### src/rtl/eth_pkg.sv
// Shared definitions for the Ethernet MAC bring-up sequencer: control-port word
// addresses, command_config bit positions and the sequencer state encoding.
package eth_pkg;

  localparam logic [7:0] AddrCmdCfg = 8'h02;
  localparam logic [7:0] AddrMac0   = 8'h03;
  localparam logic [7:0] AddrMac1   = 8'h04;
  localparam logic [7:0] AddrFrmLen = 8'h05;

  localparam int unsigned TxEnaBit    = 0;
  localparam int unsigned RxEnaBit    = 1;
  localparam int unsigned EthSpeedBit = 3;
  localparam int unsigned PromisEnBit = 4;
  localparam int unsigned SwResetBit  = 13;

  typedef enum logic [3:0] {
    StIdle,
    StWrDis,
    StWrMac0,
    StWrMac1,
    StWrFrm,
    StWrRst,
    StPoll,
    StWrEn,
    StDone,
    StErr
  } state_e;

  // Base command_config value: only speed and promiscuous bits, MAC disabled.
  function automatic logic [31:0] cfg_word(input logic gig, input logic promisc);
    logic [31:0] w;
    w              = '0;
    w[EthSpeedBit] = gig;
    w[PromisEnBit] = promisc;
    return w;
  endfunction

endpackage

### src/rtl/eth_reg_master.sv
// Single-outstanding control-port master: holds strobe/address/data until
// waitrequest drops, then pulses xfer_done_o with the captured read data.
module eth_reg_master (
  input  logic        clk_i,
  input  logic        rst_ni,
  input  logic        cmd_valid_i,
  input  logic        cmd_wr_i,
  input  logic [7:0]  cmd_addr_i,
  input  logic [31:0] cmd_wdata_i,
  input  logic        reg_busy_i,
  input  logic [31:0] reg_rdata_i,
  output logic [7:0]  reg_addr_o,
  output logic        reg_wr_o,
  output logic        reg_rd_o,
  output logic [31:0] reg_wdata_o,
  output logic        xfer_done_o,
  output logic [31:0] rdata_o
);

  logic        wr_q, wr_d;
  logic        rd_q, rd_d;
  logic [7:0]  addr_q, addr_d;
  logic [31:0] wdata_q, wdata_d;
  logic        done_q, done_d;
  logic [31:0] rdata_q, rdata_d;

  always_comb begin
    wr_d    = wr_q;
    rd_d    = rd_q;
    addr_d  = addr_q;
    wdata_d = wdata_q;
    done_d  = 1'b0;
    rdata_d = rdata_q;
    if (wr_q || rd_q) begin
      // waitrequest is only meaningful while a strobe is up
      if (!reg_busy_i) begin
        wr_d   = 1'b0;
        rd_d   = 1'b0;
        done_d = 1'b1;
        if (rd_q) begin
          rdata_d = reg_rdata_i;
        end
      end
    end else if (cmd_valid_i) begin
      wr_d    = cmd_wr_i;
      rd_d    = !cmd_wr_i;
      addr_d  = cmd_addr_i;
      wdata_d = cmd_wr_i ? cmd_wdata_i : '0;
    end
  end

  always_ff @(posedge clk_i or negedge rst_ni) begin
    if (!rst_ni) begin
      wr_q    <= 1'b0;
      rd_q    <= 1'b0;
      addr_q  <= '0;
      wdata_q <= '0;
      done_q  <= 1'b0;
      rdata_q <= '0;
    end else begin
      wr_q    <= wr_d;
      rd_q    <= rd_d;
      addr_q  <= addr_d;
      wdata_q <= wdata_d;
      done_q  <= done_d;
      rdata_q <= rdata_d;
    end
  end

  assign reg_addr_o  = addr_q;
  assign reg_wr_o    = wr_q;
  assign reg_rd_o    = rd_q;
  assign reg_wdata_o = wdata_q;
  assign xfer_done_o = done_q;
  assign rdata_o     = rdata_q;

endmodule

### src/rtl/eth_mac_init.sv
// Ethernet MAC bring-up sequencer: disables the MAC, programs station address and
// frame length, issues a software reset, polls for its completion, then enables TX/RX.
module eth_mac_init
  import eth_pkg::*;
#(
  parameter logic [47:0] MAC_ADDR   = 48'h02_00_00_00_00_01,
  parameter logic [15:0] MAX_FRAME  = 16'd1518,
  parameter int unsigned POLL_LIMIT = 1024,
  parameter logic        PROMISC    = 1'b0
) (
  input  logic        clk,
  input  logic        reset_n,
  input  logic        start,
  input  logic        gig_mode,
  output logic [7:0]  reg_addr,
  output logic        reg_wr,
  output logic        reg_rd,
  output logic [31:0] reg_data_in,
  input  logic [31:0] reg_data_out,
  input  logic        reg_busy,
  output logic        busy,
  output logic        done,
  output logic        error
);

  localparam logic [16:0] PollLimit = 17'(POLL_LIMIT);

  state_e      state_q, state_d;
  logic        gig_q, gig_d;
  logic [15:0] poll_cnt_q, poll_cnt_d;
  logic        busy_q, busy_d;
  logic        done_q, done_d;
  logic        error_q, error_d;

  logic        launch;
  logic        cmd_wr;
  logic [7:0]  cmd_addr;
  logic [31:0] cmd_wdata;
  logic        xfer_done;
  logic [31:0] rdata;
  logic [16:0] poll_inc;
  logic [31:0] cfg;
  logic        unused_rdata;

  assign poll_inc     = {1'b0, poll_cnt_q} + 17'd1;
  assign unused_rdata = ^rdata;

  eth_reg_master u_reg_master (
    .clk_i       (clk),
    .rst_ni      (reset_n),
    .cmd_valid_i (launch),
    .cmd_wr_i    (cmd_wr),
    .cmd_addr_i  (cmd_addr),
    .cmd_wdata_i (cmd_wdata),
    .reg_busy_i  (reg_busy),
    .reg_rdata_i (reg_data_out),
    .reg_addr_o  (reg_addr),
    .reg_wr_o    (reg_wr),
    .reg_rd_o    (reg_rd),
    .reg_wdata_o (reg_data_in),
    .xfer_done_o (xfer_done),
    .rdata_o     (rdata)
  );

  // Next-state: each transfer is launched in the same cycle the state is entered.
  always_comb begin
    state_d    = state_q;
    gig_d      = gig_q;
    poll_cnt_d = poll_cnt_q;
    launch     = 1'b0;
    case (state_q)
      StIdle, StDone, StErr: begin
        if (start) begin
          state_d = StWrDis;
          gig_d   = gig_mode;
          launch  = 1'b1;
        end
      end
      StWrDis: begin
        if (xfer_done) begin
          state_d = StWrMac0;
          launch  = 1'b1;
        end
      end
      StWrMac0: begin
        if (xfer_done) begin
          state_d = StWrMac1;
          launch  = 1'b1;
        end
      end
      StWrMac1: begin
        if (xfer_done) begin
          state_d = StWrFrm;
          launch  = 1'b1;
        end
      end
      StWrFrm: begin
        if (xfer_done) begin
          state_d = StWrRst;
          launch  = 1'b1;
        end
      end
      StWrRst: begin
        if (xfer_done) begin
          state_d    = StPoll;
          poll_cnt_d = '0;
          launch     = 1'b1;
        end
      end
      StPoll: begin
        if (xfer_done) begin
          if (!rdata[SwResetBit]) begin
            state_d = StWrEn;
            launch  = 1'b1;
          end else begin
            poll_cnt_d = poll_inc[15:0];
            if (poll_inc >= PollLimit) begin
              state_d = StErr;
            end else begin
              launch = 1'b1;
            end
          end
        end
      end
      StWrEn: begin
        if (xfer_done) begin
          state_d = StDone;
        end
      end
      default: state_d = StIdle;
    endcase
  end

  // Command for the state being entered; uses the freshly latched speed bit.
  assign cfg = cfg_word(gig_d, PROMISC);

  always_comb begin
    cmd_wr    = 1'b1;
    cmd_addr  = AddrCmdCfg;
    cmd_wdata = '0;
    case (state_d)
      StWrDis: cmd_wdata = cfg;
      StWrMac0: begin
        cmd_addr  = AddrMac0;
        cmd_wdata = {MAC_ADDR[23:16], MAC_ADDR[31:24], MAC_ADDR[39:32], MAC_ADDR[47:40]};
      end
      StWrMac1: begin
        cmd_addr  = AddrMac1;
        cmd_wdata = {16'h0000, MAC_ADDR[7:0], MAC_ADDR[15:8]};
      end
      StWrFrm: begin
        cmd_addr  = AddrFrmLen;
        cmd_wdata = {16'h0000, MAX_FRAME};
      end
      StWrRst: cmd_wdata = cfg | (32'd1 << SwResetBit);
      StPoll:  cmd_wr = 1'b0;
      StWrEn:  cmd_wdata = cfg | (32'd1 << TxEnaBit) | (32'd1 << RxEnaBit);
      default: ;
    endcase
  end

  always_comb begin
    busy_d  = !(state_d inside {StIdle, StDone, StErr});
    done_d  = (state_d == StDone);
    error_d = (state_d == StErr);
  end

  always_ff @(posedge clk or negedge reset_n) begin
    if (!reset_n) begin
      state_q    <= StIdle;
      gig_q      <= 1'b0;
      poll_cnt_q <= '0;
      busy_q     <= 1'b0;
      done_q     <= 1'b0;
      error_q    <= 1'b0;
    end else begin
      state_q    <= state_d;
      gig_q      <= gig_d;
      poll_cnt_q <= poll_cnt_d;
      busy_q     <= busy_d;
      done_q     <= done_d;
      error_q    <= error_d;
    end
  end

  assign busy  = busy_q;
  assign done  = done_q;
  assign error = error_q;

endmodule
### config.mk
export PLATFORM = sky130hd
export DESIGN_NAME = eth_mac_init
export DESIGN_NICKNAME = d
export VERILOG_FILES = /design/src/rtl/eth_pkg.sv /design/src/rtl/eth_reg_master.sv /design/src/rtl/eth_mac_init.sv
export SDC_FILE = /design/constraint.sdc
export NUM_CORES = 1
export LEC_CHECK = 0
export ABC_AREA = 1
export BUFFER_PORTS_ARGS = -buffer_cell sky130_fd_sc_hd__buf_2
export CAP_MARGIN = 40
export CORE_UTILIZATION = 60
export CTS_BUF_LIST = sky130_fd_sc_hd__clkbuf_4
export DETAILED_ROUTE_END_ITERATION = 12
export GPL_TIMING_DRIVEN = 0
export HOLD_SLACK_MARGIN = 0.06
export PLACE_DENSITY_LB_ADDON = 0.3
export SYNTH_ARGS = -nofsm -noshare
export SYNTH_HDL_FRONTEND = slang
export SYNTH_HIERARCHICAL = 1
export SYNTH_SLANG_ARGS = --single-unit
### constraint.sdc
create_clock -name clk -period 2.75 [get_ports clk]
set_input_delay 0 -clock clk [delete_from_list [all_inputs] [get_ports clk]]
set_output_delay 0 -clock clk [all_outputs]
set_load 0.02 [all_outputs]
==> results of run 1 <==
layout make-up:
type                    instances  share of cell area (%)
multi-input cells             369                    38.7
flip-flops and latches         68                    37.1
repair buffers                 63                    9.01
inverters                      71                    5.81
plain buffers                  24                    3.88
well taps                      75                    2.05
clock inverters                 6                    1.97
clock buffers                   9                    1.47
worst register-to-register path: cells and delay by family (launching register included):
family	cells	cell delay [ns]
XOR/XNOR	1	0.17
buffers and inverters	4	0.38
AND/OR/NAND/NOR	14	1.29
flip-flops	1	0.43
adder cells (fa/ha/maj)	1	0.18
what timing repair did:
item / in CTS / in global routing
resized for setup: 0 / 13
endpoints found under the setup margin: 1 / 15
endpoints found under the hold margin: 74 / 0
hold buffers: 7 / 0
cloned: 0 / 0
buffers inserted: 1 / 3
pin swaps: 0 / 2
layer usage:
layer | vias up | track usage, % | routed length, um
met3 | 15 | 5.44 | 470
met4 | 0 | 13.6 | 141
li1 | 1748 | - | -
met5 | - | 0 | 0
met1 | 1624 | 34.9 | 3800
met2 | 94 | 48.5 | 4320
stage by stage:
stage,instances,cell area (sq um),power [W],utilization [%]
floorplan,532,3880,0.00305,-
global placement,657,4230,0.00360,70.6
detailed placement,658,4250,0.00367,70.9
CTS,681,4490,0.00441,74.9
global route,685,4580,0.00477,76.5
finish,685,4580,0.00445,76.5
registers in the layout, indices dropped and copies added (netlist names):
signal	count
u_reg_master/xfer_done_o	1
error	1
u_reg_master/reg_rd_o	1
u_reg_master/reg_wr_o	1
busy	1
done	1
u_reg_master/rdata_o	1
poll_cnt_q	16
u_reg_master/reg_addr_o	8
gig_q	1
state_q	4
u_reg_master/reg_wdata_o	32
how the worst max path moves through the flow:
stage	cells after the start	from	to	slack (ns)
finish	20	poll_cnt_q[0]$_DFFE_PN0P_	u_reg_master/reg_wdata_o[0]$_DFFE_PN0P_	0.25
global route	21	poll_cnt_q[0]$_DFFE_PN0P_	u_reg_master/reg_wdata_o[13]$_DFFE_PN0P_	-0.02
detailed placement	20	poll_cnt_q[1]$_DFFE_PN0P_	u_reg_master/reg_wdata_o[6]$_DFFE_PN0P_	0.02
floorplan	20	poll_cnt_q[1]$_DFFE_PN0P_	u_reg_master/reg_wdata_o[10]$_DFFE_PN0P_	0.43
global placement	20	poll_cnt_q[1]$_DFFE_PN0P_	u_reg_master/reg_wdata_o[8]$_DFFE_PN0P_	0.09
CTS	20	poll_cnt_q[0]$_DFFE_PN0P_	u_reg_master/reg_wdata_o[6]$_DFFE_PN0P_	0.04
power groups by stage:
stage,combinational [W],sequential [W],clock (W)
floorplan,0.00116,0.00189,0
global placement,0.00206,0.00154,0
detailed placement,0.00211,0.00155,0
CTS,0.00213,0.00153,0.000742
global route,0.00242,0.00157,0.000779
finish,0.00218,0.00154,0.000730
placed cells by master (no fill, tap or decap), drive strengths merged, types with 7 or more instances in the layout:
cell         count
nand3           63
clkbuf          14
buf             75
o21ai            9
nand2          181
conb            27
a21oi           13
dfrtp           68
dlygate4sd3      7
nor2            45
inv             70
==> impl_metrics.csv, run 1 <==
group,metric,value,unit
status,status,"completed",
clock_network,clk_path_buf_depth,2,
sta,fin_crit,2.50,ns
critical_path,rr_worst_depth,20,
power_and_ir_drop,peakVddDrop,0.683,mV
critical_path,start_kind,"flip-flop",
power_and_ir_drop,p_comb_share,49.0,%
final_layout,diodes,0,
final_layout,final_nets,645,
routing,drtAntennaViolNets,0,
power_and_ir_drop,sw_frac_of_total,45.1,%
floorplanning,rows,28,
critical_path,required,3.11,ns
worst_hold_path,whs_endpoint,"u_reg_master/xfer_done_o$_DFF_PN0_",
critical_path,crit_path_frequent_cell,"nand2_1",
power_and_ir_drop,clockPowerShare,16.4,%
sta,fin_skew,0.0147,ns
floorplanning,die_h,81.4,um
place,hpwlAfterDp,6170,um
sta,whs,0.324,ns
sta,min_period_over_period,91.0,%
sta,slew_violations,0,
critical_path,path_max_fanout,10,
final_layout,area_growth,21.1,%
place,port-buffer-count,50,
routing,num_vias,3481,
clock_network,cts_buffers,9,
clock_network,cts.clk_slew.worst_paths,0.11,ns
sta,finalHoldViolations,0,
critical_path,cp_slowest_cell,"dfrtp_1",
floorplanning,die_x,81.4,um
routing,finalWirelength,8740,um
sta,fin_setup_tns,0,ns
routing,first_pass_iters,5,
power_and_ir_drop,p_leak,2.75,nW
sta,finalWorstSetupSlack,0.249,ns
place,pre_cts_ws,0.0154,ns
worst_hold_path,hold_path_class,"input port to flip-flop",
power_and_ir_drop,power_frac_seq,34.5,%
critical_path,max_stage_delay,0.43,ns
power_and_ir_drop,power_switching,0.00201,W
global_route,overflow,0,
sta,max_clock_freq,0.400,GHz
global_route,grt_pass1_wl,14200,um
global_route,grt_max_degree,36,
critical_path,worst-path-buf-inv,4,
clock_network,cts_tree,"built",
power_and_ir_drop,power.density,970,nW/um^2
floorplanning,pin_count,82,
floorplanning,dieArea,6630,sq um
synthesis,synthCells,506,
final_layout,multiInputGateArea,1770,sq um
global_route,antenna_found_initial,0,
final_layout,ff_latch_area,1700,sq um
critical_path,critPathCaptureType,"flip-flop",
critical_path,timing.rr.start,"poll_cnt_q[0]$_DFFE_PN0P_",
floorplanning,coreArea,5990,sq um
synthesis,yosysWarnings,6,
final_layout,fill_cells,432,
critical_path,cpLargestDelayFamily,"simple AND/OR/NAND/NOR gates",
flow_run,maxCapViolCount,0,
critical_path,critPathArrivalTime,2.86,ns
place,routabilityCongestion,0.883,
clock_network,clock-sinks,68,
global_route,track_usage,28.6,%
final_layout,drive_gt1_share,21.5,%
clock_network,htree_levels,3,
routing,viasPerCell,5.08,
clock_network,clk_latency,0.42,ns
power_and_ir_drop,p_int,0.00244,W
global_route,grt_pass1_vias,3294,
floorplanning,start_util,63.2,%
worst_hold_path,holdCritStartpoint,"reg_busy",
routing,first_iter_violations,168,
routing,wl_per_cell,12.8,um
synthesis,syn_avg_cell_area,7.48,sq um
synthesis,syn-cell-area,3790,sq um
critical_path,worst-r2r-setup-slack,0.25,ns
critical_path,timing.rr.end,"u_reg_master/reg_wdata_o[0]$_DFFE_PN0P_",
critical_path,path_class,"flip-flop to flip-flop",
worst_hold_path,holdPathStages,3,
routing,drc,0,
clock_network,ctsRootBufferMaster,"clkbuf_4",
sta,setup_violations,0,
critical_path,critical_path.cell_chain,"ha_4 -> nand2_2 -> nor2_4 -> nand2_2 -> nor2_4 -> xor2_2 -> nor2_2 -> nand2_1 -> nand3_2 -> nand2_4 -> nand2_2 -> nand2_1 -> inv_2 -> nand2_1 -> buf_4 -> buf_6 -> nand2_1 -> inv_1 -> nand3_1 -> nand2_1",
Note: power is estimated with default switching activity, not from simulation.
==> run 2, diff against run 1 <==
- REMOVE_ABC_BUFFERS: default -> 1
- SETUP_SLACK_MARGIN: default -> 0.3
==> impl_metrics.csv, run 2 (synthesis gave the netlist of run 1 again) <==
group,metric,value,unit
power_and_ir_drop,peakVddDrop,0.761,mV
floorplanning,rows,28,
sta,finalHoldViolations,0,
sta,whs,0.0817,ns
routing,first_iter_violations,350,
power_and_ir_drop,power.density,999,nW/um^2
final_layout,diodes,0,
final_layout,largest_reg_flops,32,
clock_network,ctsRootBufferMaster,"clkbuf_4",
sta,rsz0062_at_grt,"yes",
global_route,grt_use_met1,34.3,%
sta,relSlewSlack,45.3,%
final_layout,final_nets,647,
power_and_ir_drop,p_comb_share,53.8,%
place,port-buffer-count,50,
floorplanning,pin_count,82,
clock_network,clock-sinks,68,
global_route,antenna_found_initial,0,
clock_network,cts_tree,"built",
sta,setup_violations,0,
routing,num_vias,3781,
global_route,use_met3,5.11,%
power_and_ir_drop,sw_frac_of_total,48.3,%
sta,min_period_over_period,91.8,%
critical_path,start_kind,"flip-flop",
critical_path,path_class,"flip-flop to flip-flop",
global_route,track_usage,28.6,%
power_and_ir_drop,p_int,0.00250,W
final_layout,final_cell_mix,"156 x nand2_1, 66 x dfrtp_1, 60 x inv_1, 57 x nand3_1, 49 x buf_2",
clock_network,cts.clk_slew.worst_paths,0.14,ns
routing,first_pass_iters,6,
clock_network,clk_path_buf_depth,2,
status,status,"completed",
final_layout,drive_gt1_share,27.9,%
global_route,grt-busiest-layer,"met2",
global_route,grt_pass1_vias,3291,
global_route,overflow,0,
sta,fin_crit,2.53,ns
place,routabilityCongestion,0.860,
clock_network,clk_latency,0.43,ns
sta,worst_pin_slew,0.818,ns
worst_hold_path,hold_path_class,"input port to async pin",
power_and_ir_drop,power_switching,0.00234,W
power_and_ir_drop,p_leak,2.83,nW
place,pre_cts_ws,-0.402,ns
clock_network,cts_buffers,9,
global_route,grt_pass1_wl,14300,um
routing,finalWirelength,10500,um
final_layout,final_common_cell,"nand2_1",
routing,drtAntennaViolNets,0,
global_route,grt_util_met2,49.0,%
floorplanning,start_util,63.2,%
routing,wl_per_cell,15.3,um
power_and_ir_drop,power_frac_seq,32.0,%
floorplanning,coreArea,5990,sq um
sta,slew_violations,0,
final_layout,area_growth,28.0,%
critical_path,critPathArrivalTime,2.89,ns
clock_network,htree_levels,3,
sta,max_clock_freq,0.396,GHz
critical_path,critPathCaptureType,"flip-flop",
sta,fin_setup_tns,0,ns
critical_path,path_max_fanout,5,
power_and_ir_drop,clockPowerShare,14.2,%
critical_path,required,3.11,ns
global_route,grt_max_degree,50,
sta,finalWorstSetupSlack,0.225,ns
flow_run,maxCapViolCount,0,
floorplanning,dieArea,6630,sq um
floorplanning,die_h,81.4,um
sta,fin_skew,0.0209,ns
routing,viasPerCell,5.50,
floorplanning,die_x,81.4,um
place,hpwlAfterDp,5480,um
routing,drc,0,
==> run 2: final cells by class <==
class	instances	area (sq um)
Multi-Input combinational cell	371	2000
Sequential cell	68	1700
Fill cell	367	1150
Timing Repair Buffer	87	633
Inverter	71	273
Tap cell	75	93.8
Clock buffer	10	75.1
Clock inverter	6	63.8
==> run 2: final timing paths <==
kind | from | end | cells past startpoint | slack, ns
max in group asynchronous | reset_n | poll_cnt_q[8]$_DFFE_PN0P_ | 3 | 1.45
max reg2reg | poll_cnt_q[1]$_DFFE_PN0P_ | u_reg_master/reg_wdata_o[3]$_DFFE_PN0P_ | 19 | 0.22
min in group clk | start | state_q[3]$_DFF_PN0_ | 6 | 0.14
min reg2reg | u_reg_master/reg_addr_o[5]$_DFFE_PN0P_ | u_reg_master/reg_addr_o[5]$_DFFE_PN0P_ | 2 | 0.47
max | poll_cnt_q[1]$_DFFE_PN0P_ | u_reg_master/reg_wdata_o[3]$_DFFE_PN0P_ | 19 | 0.22
min | reset_n | poll_cnt_q[10]$_DFFE_PN0P_ | 3 | 0.08
==> run 2: timing repair <==
item | CTS | global route
resized for setup | 13 | 48
endpoints found under the hold margin | 73 | 0
gates cloned | 2 | 1
setup endpoints to repair | 42 | 41
hold buffers | 5 | 0
pin swaps | 4 | 33
buffers inserted | 9 | 19
==> run 2: per-stage QoR <==
step	std cells	power (W)	instance area, sq um	util [%]
finish	688	0.00484	4840	80.9
global route	688	0.00512	4840	80.9
CTS	668	0.00435	4490	75.0
detailed placement	636	0.00356	4140	69.1
global placement	633	0.00344	4070	67.9
floorplan	508	0.00292	3720	-
==> run 2: metal layers <==
metal / routed length [um] / vias up
met5: 0 / -
met2: 5330 / 197
met3: 632 / 53
met4: 464 / 0
li1: - / 1754
met1: 4110 / 1777
==> run 2: power by group through the flow <==
stage	registers [W]	logic (W)	clock network [W]
3_5_place_dp	0.00155	0.00201	0
4_1_cts	0.00153	0.00214	0.000679
2_1_floorplan	0.00190	0.00102	0
6_report	0.00155	0.00260	0.000687
3_3_place_gp	0.00154	0.00190	0
5_1_grt	0.00159	0.00280	0.000731
==> run 2: critical path: stages (launching register included) <==
cell and delay (ns):
dfrtp_1 0.43, ha_4 0.20, nand2_4 0.06, nor2_4 0.12, nand2_2 0.09, nor2_4 0.14
xor2_2 0.22, nor2_4 0.06, nand2_2 0.07, nand3_2 0.08, nand2_4 0.14, buf_12 0.12
nand2_8 0.08, clkinvlp_4 0.14, nand2_2 0.06, o21ai_2 0.12, nand2_1 0.07, inv_1 0.07
nand3_1 0.09, nand2_1 0.12
